File: config.mk
export PLATFORM = sky130hd
export DESIGN_NAME = prog_loader_flat
export DESIGN_NICKNAME = d
export VERILOG_FILES = /design/src/rtl/prog_loader_pkg.sv /design/src/rtl/prog_loader_if.sv /design/src/rtl/prog_loader_byte_packer.sv /design/src/rtl/prog_loader.sv /design/src/flat_wrapper.sv
export SDC_FILE = /design/constraint.sdc
export NUM_CORES = 1
export LEC_CHECK = 0
export BUFFER_PORTS_ARGS = -buffer_cell sky130_fd_sc_hd__buf_2
export CORE_MARGIN = 2
export CORE_UTILIZATION = 52
export DETAILED_ROUTE_END_ITERATION = 6
export HOLD_SLACK_MARGIN = 0.02
export PLACE_DENSITY = 0.81
export SLEW_MARGIN = 20
export SYNTH_ARGS = -nofsm -noshare
export SYNTH_HDL_FRONTEND = slang
export SYNTH_HIERARCHICAL = 1
export SYNTH_SLANG_ARGS = --single-unit
File: constraint.sdc
create_clock -name CLK -period 2.95 [get_ports CLK]
set_input_delay 0.1475 -clock CLK [delete_from_list [all_inputs] [get_ports CLK]]
set_output_delay 0.1475 -clock CLK [all_outputs]
set_load 0.1 [all_outputs]
File: src/rtl/prog_loader_pkg.sv
// Shared types and constants for the boot-time program loader.
//   state_e      : loader FSM states
//   ByteWidth    : width of one stream byte
//   BytesPerWord : bytes assembled into one memory word
//   CsumWidth    : width of the running frame checksum
package prog_loader_pkg;

    typedef enum logic [2:0] {
        StLenHi,
        StLenLo,
        StData,
        StCheck,
        StRun,
        StError
    } state_e;

    localparam int unsigned ByteWidth    = 8;
    localparam int unsigned BytesPerWord = 4;
    localparam int unsigned WordWidth    = ByteWidth * BytesPerWord;
    localparam int unsigned IdxWidth     = 2;
    localparam int unsigned CsumWidth    = 8;

    // Mod-256 accumulate; wrap-around is the point of the checksum.
    function automatic logic [CsumWidth-1:0] csum_add(input logic [CsumWidth-1:0] acc,
                                                      input logic [ByteWidth-1:0] b);
        return acc + b;
    endfunction

endpackage

File: src/rtl/prog_loader_if.sv
// Loader bus: byte stream in, memory write port and boot status out.
//   master : stream source / memory / CPU side
//   slave  : the loader itself
interface prog_loader_if #(
    parameter int unsigned ADDR_WIDTH = 8,
    parameter int unsigned DATA_WIDTH = 32
);
    logic [7:0]            In_Data;
    logic                  In_Valid;
    logic                  In_Ready;
    logic                  Mem_WE;
    logic [31:0]           Mem_Addr;
    logic [DATA_WIDTH-1:0] Mem_WData;
    logic                  Cpu_Rst_n;
    logic                  Done;
    logic                  Error;
    logic [ADDR_WIDTH:0]   Words_Loaded;

    modport master (
        output In_Data, In_Valid,
        input  In_Ready, Mem_WE, Mem_Addr, Mem_WData, Cpu_Rst_n, Done, Error, Words_Loaded
    );

    modport slave (
        input  In_Data, In_Valid,
        output In_Ready, Mem_WE, Mem_Addr, Mem_WData, Cpu_Rst_n, Done, Error, Words_Loaded
    );
endinterface

File: src/rtl/prog_loader_byte_packer.sv
// Assembles little-endian bytes into 32-bit words.
//   clk, rst_n : clock, async active-low reset (discards any partial word)
//   beat       : a data byte transfers this cycle
//   data       : the byte
//   done       : combinational, high on the beat carrying byte 3 of a word
//   word       : the complete word, valid while done is high
module prog_loader_byte_packer
    import prog_loader_pkg::*;
(
    input  logic                 clk,
    input  logic                 rst_n,
    input  logic                 beat,
    input  logic [ByteWidth-1:0] data,
    output logic                 done,
    output logic [WordWidth-1:0] word
);
    logic [IdxWidth-1:0]  idx_q;
    logic [WordWidth-1:0] shift_q;

    always_ff @(posedge clk or negedge rst_n) begin
        if (!rst_n) begin
            idx_q   <= '0;
            shift_q <= '0;
        end else if (beat) begin
            idx_q                       <= idx_q + 1'b1;
            shift_q[{idx_q, 3'b000} +: 8] <= data;
        end
    end

    assign done = beat && (idx_q == IdxWidth'(BytesPerWord - 1));

    // The top byte arrives on the same beat as done, so splice it in directly.
    always_comb begin
        word                         = shift_q;
        word[WordWidth-ByteWidth +: 8] = data;
    end
endmodule

File: src/rtl/prog_loader.sv
// Boot-time program loader. Parses a frame (LEN_HI, LEN_LO, 4*N data bytes, checksum),
// writes assembled words to sequential memory addresses and releases the CPU reset once
// the checksum is good.
//   CLK : rising-edge clock
//   RST : asynchronous active-low reset
//   bus : slave view of prog_loader_if (stream in, memory write, boot status)
module prog_loader
    import prog_loader_pkg::*;
#(
    parameter int unsigned ADDR_WIDTH = 8,
    parameter int unsigned DATA_WIDTH = 32
) (
    input  logic         CLK,
    input  logic         RST,
    prog_loader_if.slave bus
);
    localparam logic [16:0] MaxWords = 17'(1) << ADDR_WIDTH;

    state_e                 state_q, state_d;
    logic [CsumWidth-1:0]   sum_q, sum_d;
    logic [7:0]             len_hi_q, len_hi_d;
    logic [ADDR_WIDTH:0]    len_q, len_d;
    logic [ADDR_WIDTH:0]    count_q, count_d;
    logic                   we_q, we_d;
    logic [31:0]            addr_q, addr_d;
    logic [DATA_WIDTH-1:0]  wdata_q, wdata_d;
    logic                   done_q, done_d;
    logic                   error_q, error_d;

    logic                   in_ready;
    logic                   xfer;
    logic                   word_done;
    logic [WordWidth-1:0]   word;
    logic [15:0]            len_full;
    logic [ADDR_WIDTH:0]    count_inc;

    assign in_ready  = (state_q == StLenHi) || (state_q == StLenLo) ||
                       (state_q == StData)  || (state_q == StCheck);
    assign xfer      = bus.In_Valid && in_ready;
    assign len_full  = {len_hi_q, bus.In_Data};
    assign count_inc = count_q + 1'b1;

    prog_loader_byte_packer u_packer (
        .clk   (CLK),
        .rst_n (RST),
        .beat  (xfer && (state_q == StData)),
        .data  (bus.In_Data),
        .done  (word_done),
        .word  (word)
    );

    always_comb begin
        state_d  = state_q;
        sum_d    = sum_q;
        len_hi_d = len_hi_q;
        len_d    = len_q;
        count_d  = count_q;
        we_d     = 1'b0;
        addr_d   = addr_q;
        wdata_d  = wdata_q;
        done_d   = done_q;
        error_d  = error_q;

        if (xfer) begin
            sum_d = csum_add(sum_q, bus.In_Data);
        end

        // Address is latched from the pre-increment count so it stays valid with the strobe.
        if (word_done) begin
            we_d    = 1'b1;
            addr_d  = 32'({count_q, 2'b00});
            wdata_d = word;
            count_d = count_inc;
        end

        unique case (state_q)
            StLenHi: begin
                if (xfer) begin
                    len_hi_d = bus.In_Data;
                    state_d  = StLenLo;
                end
            end
            StLenLo: begin
                if (xfer) begin
                    if (len_full == 16'd0) begin
                        state_d = StCheck;
                    end else if ({1'b0, len_full} > MaxWords) begin
                        state_d = StError;
                        error_d = 1'b1;
                    end else begin
                        state_d = StData;
                        len_d   = len_full[ADDR_WIDTH:0];
                    end
                end
            end
            StData: begin
                if (word_done && (count_inc == len_q)) begin
                    state_d = StCheck;
                end
            end
            StCheck: begin
                if (xfer) begin
                    if (csum_add(sum_q, bus.In_Data) == '0) begin
                        state_d = StRun;
                        done_d  = 1'b1;
                    end else begin
                        state_d = StError;
                        error_d = 1'b1;
                    end
                end
            end
            StRun, StError: ;
            default: state_d = StLenHi;
        endcase
    end

    always_ff @(posedge CLK or negedge RST) begin
        if (!RST) begin
            state_q  <= StLenHi;
            sum_q    <= '0;
            len_hi_q <= '0;
            len_q    <= '0;
            count_q  <= '0;
            we_q     <= 1'b0;
            addr_q   <= '0;
            wdata_q  <= '0;
            done_q   <= 1'b0;
            error_q  <= 1'b0;
        end else begin
            state_q  <= state_d;
            sum_q    <= sum_d;
            len_hi_q <= len_hi_d;
            len_q    <= len_d;
            count_q  <= count_d;
            we_q     <= we_d;
            addr_q   <= addr_d;
            wdata_q  <= wdata_d;
            done_q   <= done_d;
            error_q  <= error_d;
        end
    end

    assign bus.In_Ready     = in_ready;
    assign bus.Mem_WE       = we_q;
    assign bus.Mem_Addr     = addr_q;
    assign bus.Mem_WData    = wdata_q;
    assign bus.Cpu_Rst_n    = done_q;
    assign bus.Done         = done_q;
    assign bus.Error        = error_q;
    assign bus.Words_Loaded = count_q;
endmodule

File: src/flat_wrapper.sv
// flat-port wrapper written by rule: the top's interface ports become plain ports
module prog_loader_flat import prog_loader_pkg::*;
#(
    parameter int unsigned ADDR_WIDTH = 8,
    parameter int unsigned DATA_WIDTH = 32
)
  (CLK, RST, bus_In_Data, bus_In_Valid, bus_In_Ready, bus_Mem_WE, bus_Mem_Addr, bus_Mem_WData, bus_Cpu_Rst_n, bus_Done, bus_Error, bus_Words_Loaded);
  prog_loader_if #(.ADDR_WIDTH(ADDR_WIDTH), .DATA_WIDTH(DATA_WIDTH)) bus_i ();
  input  logic CLK;
  input  logic RST;
  input wire logic [$bits(bus_i.In_Data)-1:0] bus_In_Data;
  input wire logic [$bits(bus_i.In_Valid)-1:0] bus_In_Valid;
  output wire logic [$bits(bus_i.In_Ready)-1:0] bus_In_Ready;
  output wire logic [$bits(bus_i.Mem_WE)-1:0] bus_Mem_WE;
  output wire logic [$bits(bus_i.Mem_Addr)-1:0] bus_Mem_Addr;
  output wire logic [$bits(bus_i.Mem_WData)-1:0] bus_Mem_WData;
  output wire logic [$bits(bus_i.Cpu_Rst_n)-1:0] bus_Cpu_Rst_n;
  output wire logic [$bits(bus_i.Done)-1:0] bus_Done;
  output wire logic [$bits(bus_i.Error)-1:0] bus_Error;
  output wire logic [$bits(bus_i.Words_Loaded)-1:0] bus_Words_Loaded;
  assign bus_i.In_Data = bus_In_Data;
  assign bus_i.In_Valid = bus_In_Valid;
  assign bus_In_Ready = bus_i.In_Ready;
  assign bus_Mem_WE = bus_i.Mem_WE;
  assign bus_Mem_Addr = bus_i.Mem_Addr;
  assign bus_Mem_WData = bus_i.Mem_WData;
  assign bus_Cpu_Rst_n = bus_i.Cpu_Rst_n;
  assign bus_Done = bus_i.Done;
  assign bus_Error = bus_i.Error;
  assign bus_Words_Loaded = bus_i.Words_Loaded;
  prog_loader #(.ADDR_WIDTH(ADDR_WIDTH), .DATA_WIDTH(DATA_WIDTH)) u_core (.CLK(CLK), .RST(RST), .bus(bus_i));
endmodule
# --- Word level (Yosys, flattened, before mapping) ---
# Cells that the tools add are included.
word_totals:
  ff_bits: 115
  out_inout_bits: 78
classes:
  add_sub_neg: 4
  magnitude_cmp: 1
  n_eq_ne: 14
  n_shift: 2
  mux: 16
  bitwise_logic: 3
  reduce_logical: 17
op_table:
  columns: ["operator", "count"]
  rows:
  - ["$bwmux W32", 1]
  - ["$shift A8 B7 Y32 const A", 1]
  - ["$shiftx A8 B7 Y32", 1]
  - ["$mux W3", 6]
  - ["$gt A16 B9 Y1 const B", 1]
  - ["$logic_not A16 Y1", 1]
  - ["$pmux W3 S5", 1]
  - ["$add A9 B1 Y9 const B", 1]
  - ["$eq A9 B9 Y1", 1]
  - ["$add A8 B8 Y8", 1]
  - ["$logic_not A8 Y1", 1]
  - ["$ne A2 B2 Y1 const B", 4]
  - ["$mux W1", 7]
  - ["$neg A5 Y7", 1]
  - ["$eq A3 B2 Y1 const B", 2]
  - ["$eq A3 B3 Y1 const B", 2]
  - ["$ne A2 B1 Y1 const B", 3]
  - ["$reduce_and A6 Y1", 1]
  - ["$reduce_and A5 Y1", 1]
  - ["$logic_and A1 B1 Y1", 4]
  - ["$reduce_and A4 Y1", 1]
  - ["$eq A3 B1 Y1 const B", 1]
  - ["$logic_not A3 Y1", 1]
  - ["$logic_or A1 B1 Y1", 3]
  - ["other kinds (8)", 10]

# --- Longest topological paths before layout ---
depth:
  ltp_word: 10
  depth_mapped: 12
  mapped_depth_nobuf: 8

# --- Hierarchy ---
# The synthesis kept the hierarchy.
by_module_without_submodules:
  columns: ["module", "n_inst", "cells_per_inst", "area_per_inst_um2", "seq_area_each_um2"]
  rows:
  - ["prog_loader", 1, 333, 3995.1, 2026.9]
  - ["prog_loader_byte_packer", 1, 102, 1209.9, 650.6]

# --- Worst setup path before layout ---
# Ideal clock, no wire load.
synth_timing:
  path_kind: "reg-to-reg"
  startpoint: "register u_core.state_q[2]"
  endpoint: "register u_core.addr_q[10], in the netlist u_core/bus.Mem_Addr[10]"
  t_arrival_ns: 2.573
  setup_slack_ns: 0.251
  path_stages_with_launch: 11
  n_path_buf: 6
  period_less_slack_ns: 2.699
  path_cell_list: "dfrtp_1 > nand2b_1 > clkbuf_1 > clkbuf_1 > nor3_1 > buf_2 > buf_2 > and2_1 > clkbuf_1 > buf_1 > mux2_2"
synth_via:
  elab_chain_cells: 7
synth_rtl:
  columns: ["element", "line_no", "text"]
  rows:
  - ["start, declared", "prog_loader.sv:19", "state_e state_q, state_d;"]
  - ["start signal, assigned", "prog_loader.sv:119", "state_q <= StLenHi;"]
  - ["start signal, assigned", "prog_loader.sv:130", "state_q <= state_d;"]
  - ["$eq A3 B1 Y1 / $logic_not A3 Y1 (equally long branches)", "prog_loader.sv:37", "assign in_ready = (state_q == StLenHi) || (state_q == StLenLo) ||"]
  - ["$logic_or A1 B1 Y1 (2 in a row)", "prog_loader.sv:37", null]
  - ["$logic_or A1 B1 Y1", "prog_loader.sv:38", "(state_q == StData) || (state_q == StCheck);"]
  - ["$logic_and A1 B1 Y1", "prog_loader.sv:39", "assign xfer = bus.In_Valid && in_ready;"]
  - ["$logic_and A1 B1 Y1 *", "prog_loader.sv:46", ".beat (xfer && (state_q == StData)),"]
  - ["$logic_and A1 B1 Y1 *", "prog_loader_byte_packer.sv:30", "assign done = beat && (idx_q == IdxWidth'(BytesPerWord - 1));"]
  - ["end signal, assigned", "prog_loader.sv:136", "addr_q <= addr_d;"]
  - ["end, declared", "prog_loader.sv:25", "logic [31:0] addr_q, addr_d;"]
# Every way passes the cells marked *; elsewhere a longest branch is shown, timed or not.
# A chain may end at the register's enable or synchronous reset.

# --- Worst setup path in the final report ---
layout_timing:
  startpoint: "register u_core.sum_q[0]"
  endpoint: "register u_core.done_q, in the netlist u_core/bus.Cpu_Rst_n"
layout_via:
  elab_chain_cells: 3
layout_rtl:
  columns: ["element", "line_no", "text"]
  rows:
  - ["start, declared", "prog_loader.sv:20", "logic [CsumWidth-1:0] sum_q, sum_d;"]
  - ["start signal, assigned", "prog_loader.sv:131", "sum_q <= sum_d;"]
  - ["$add A8 B8 Y8", "prog_loader_pkg.sv:26", "return acc + b;"]
  - ["$logic_not A8 Y1", "prog_loader.sv:103", "if (csum_add(sum_q, bus.In_Data) == '0) begin"]
  - ["$reduce_and A3 Y1 (no line)", null, null]
  - ["end signal, assigned", "prog_loader.sv:138", "done_q <= done_d;"]
  - ["end, declared", "prog_loader.sv:27", "logic done_q, done_d;"]
# No other way between the ends.

==> summary.txt <==
Layout
  • Core Util, Final: 0.583
  • Final-stage net count: approximately 510
  • Fraction of layout cells with a size suffix above 1: 0.324
  • Most common cell after layout, fill and taps aside: dfrtp_1
  • # diodes: 0
  • Layout overhead on the synthesized area: 9.04%
  • Most frequent cells in the layout: 107 x dfrtp_1, 64 x buf_2, 60 x mux2_2, 31 x nand2_1, 23 x conb_1

Setup path
  • R2R depth: 8
  • Setup crit start: u_core/sum_q[0]
  • RR Startpoint: u_core/sum_q[0]
  • R2r setup slk: between 0.4 and 0.5 ns
  • CP Launch Type: register
  • Worst-path maximum fanout: 3
  • Data required, critical path: approximately 3.2 ns
  • Critical Path Sink: u_core/bus.Cpu_Rst_n
  • Critical Path Sink Type: register
  • Kind of critical path: register to register
  • Capture point of the worst reg-to-reg path: u_core/bus.Cpu_Rst_n
  • WP data arrival: ~2.8 ns

Job
  • Count of maximum capacitance violations: 0

Place
  • Port buffer count: 65
  • RePlAce Congestion: between 0.7 and 0.8
  • Detail Placement HPWL: about 7000 um

GRT
  • Largest net degree at the start of global routing: 60
  • Global-route wire length before repair: roughly 17000 um
  • Global route overflow: 0
  • Antenna violations before repair: 0
  • Number of global-route vias before repair: ~3400
  • GRT Util Overall: 0.199

Timing
  • Max Freq: 401 MHz
  • Final setup vio count: 0
  • Setup_tns: 0 ns
  • Max-slew headroom: 0.506
  • RSZ-0062 raised after global routing: false
  • Tmin final: 2.49 ns
  • Worst slew pin tran: approximately 0.74 ns
  • Final hold viol count: 0
  • Tcrit/Tclk final: 0.845
  • Setup Skew: 0.00906 ns
  • WHS: 0.0861 ns
  • Max Slew Vio Count: 0

Power
  • Part of the power in combinational logic: 0.112
  • Switching power: roughly 0.76 mW
  • P_leak: about 2.8 nW
  • Switching Fraction: 0.289
  • Clock power frac: 0.322
  • Tot Pwr: 2.63 mW
  • Pint: 1.87 mW
  • Power Dens Cells: approximately 460 nW/um^2
  • Max VDD drop: around 0.30 mV
  • Seq pwr share: 0.566

Floorplan
  • Starting Density: 0.535
  • IO Pins: between 80 and 90
  • Row Count: 36
  • Die area: about 11000 um^2
  • Die W: around 100 um
  • Die Span Y: around 100 um
  • Core area: 9730 um^2

Run status
  • Status: completed

Drt
  • Residual DRC count: 0
  • Drt first-iter violations: ~160
  • DR WL/cell: 16.6 um
  • Drt pass-1 iters: 4
  • Final ANT Viol Nets: 0
  • DRT Wirelength: slightly above 10000 um
  • DR vias/cell: 5.55
  • Via count: between 3000 and 4000

Logic synthesis
  • Ys Warns: 6
  • Post-synthesis cell type count: 58
  • Syn avg cell area: roughly 12 um^2
  • EDFF count, synth: 0
  • Synthesized flop and latch total: about 110
  • Async S/R FF share, synth: 1.00
  • Ys flop type: dfrtp_1
  • Mapped Area: between 5000 and 6000 um^2
  • Post-Syn Instances: ~440
  • Post-synthesis sequential area ratio: 0.514

CTS
  • Clock Tree Root: clkbuf_8
  • Clk_lat worst skew: between 0.3 and 0.4 ns
  • CTS Sinks: 107
  • Clk pin slew, worst setup/hold paths: ~0.1 ns
  • Clock buffer depth: 2
  • CTS Buf Count: 9
  • Setup bufs post-CTS: 0
  • H-tree depth: 3
  • CTS tree: built

Hold path
  • Hold-critical path depth: 3
  • Min-Delay Path Class: input port to register
-- Yosys cell counts, types with 2 or more instances --
cell / n / share of area
and4b_1: 2 / 0.0038
and2b_2: 2 / 0.0034
buf_4: 33 / 0.048
nor3b_1: 3 / 0.0043
nor3_1: 2 / 0.0019
a21oi_1: 7 / 0.0067
nor2b_1: 2 / 0.0024
xor2_1: 12 / 0.020
o21ai_0: 12 / 0.012
o211ai_1: 2 / 0.0029
xnor2_1: 12 / 0.020
nor4_1: 2 / 0.0024
nand3b_1: 3 / 0.0043
nand3_1: 20 / 0.019
and2_1: 3 / 0.0036
nor2_1: 11 / 0.0079
nand2_1: 31 / 0.022
nand4_1: 9 / 0.011
o2bb2ai_1: 16 / 0.027
dfrtp_1: 107 / 0.51
inv_1: 7 / 0.0050
nand2b_1: 5 / 0.0060
mux2_2: 60 / 0.13
buf_2: 8 / 0.0077
ha_1: 13 / 0.031
buf_1: 2 / 0.0014
clkbuf_1: 11 / 0.0079
a32o_1: 8 / 0.015
-- stage by stage --
step / instances / setup WS (ns) / instance area (um^2)
floorplan: 457 / 0.251 / 5290
global placement: 604 / 0.577 / 5480
detailed placement: 604 / 0.499 / 5480
CTS: 620 / 0.466 / 5680
finish: 620 / 0.458 / 5680
global route: 620 / 0.367 / 5680
-- power groups by stage --
| stage | Clock [mW] | Combinational, mW | Sequential (mW) |
|---|---|---|---|
| CTS | 0.876 | 0.295 | 1.49 |
| global placement | 0 | 0.285 | 1.52 |
| global route | 0.929 | 0.314 | 1.49 |
| finish | 0.847 | 0.294 | 1.49 |
| detailed placement | 0 | 0.292 | 1.52 |
| floorplan | 0 | 0.249 | 1.51 |
-- metal layers --
metal | global-route usage | share of wire | vias up
li1 | - | - | 1588
met3 | 0.0520 | 0.046 | 12
met4 | 0.0598 | 0.011 | 0
met5 | 0 | 0 | -
met2 | 0.317 | 0.49 | 104
met1 | 0.271 | 0.45 | 1734
-- worst max-delay path, stage by stage, from the launching register on --
cell and delay (ns):
dfrtp_1 0.40, ha_1 0.21, fa_1 0.40, nand3_1 0.12, a21boi_0 0.12, or4b_2 0.64
nand4_1 0.17, a2111oi_4 0.07, a31o_2 0.26
-- area by class of cell --
cell class              instances  area [um^2]
multi-input cells             288         2240
fillers                       814         4050
flip-flops and latches        107         2680
clock buffers                  10          138
repair buffers                 70          380
inverters                       7         26.3
clock inverters                 5         45.0
well taps                     133          166
-- repair_timing --
item,in CTS,in global routing
hold buffers,1,0
resized for setup,0,0
endpoints found under the hold margin,58,0
-- kinds of logic after synthesis --
logic type,Yosys count,synth area share
and+or+nand+nor,110,0.122
DFF,107,0.514
buffers and inverters,62,0.0719
muxes,60,0.130
AOI/OAI and AO/OA,57,0.0858
xor gates and xnor gates,24,0.0404
adders and majority gates,14,0.0351
other,1,0.000720
-- sequential cells by signal (all words and copies together), names as in the netlist, 2 cells and up --
| signal | cells |
|---|---|
| u_core/len_q | 9 |
| u_core/sum_q | 8 |
| u_core/bus.Mem_WData | 32 |
| u_core/bus.Words_Loaded | 9 |
| u_core/u_packer/idx_q | 2 |
| u_core/state_q | 3 |
| u_core/len_hi_q | 8 |
| u_core/bus.Mem_Addr | 9 |
| u_core/u_packer/shift_q | 24 |
-- how the worst min path moves through the flow --
stage	endpoint	slack (ns)	startpoint
2_1_floorplan	u_core/bus.Cpu_Rst_n	-0.15	RST
3_3_place_gp	u_core/bus.Mem_WData[3]	0.25	RST
3_5_place_dp	u_core/u_packer/shift_q[5]	0.26	RST
4_1_cts	u_core/state_q[1]	0.07	bus_In_Valid
5_1_grt	u_core/state_q[1]	0.1	bus_In_Valid
6_report	u_core/state_q[1]	0.09	bus_In_Valid
(Power assumes the default switching activity.)
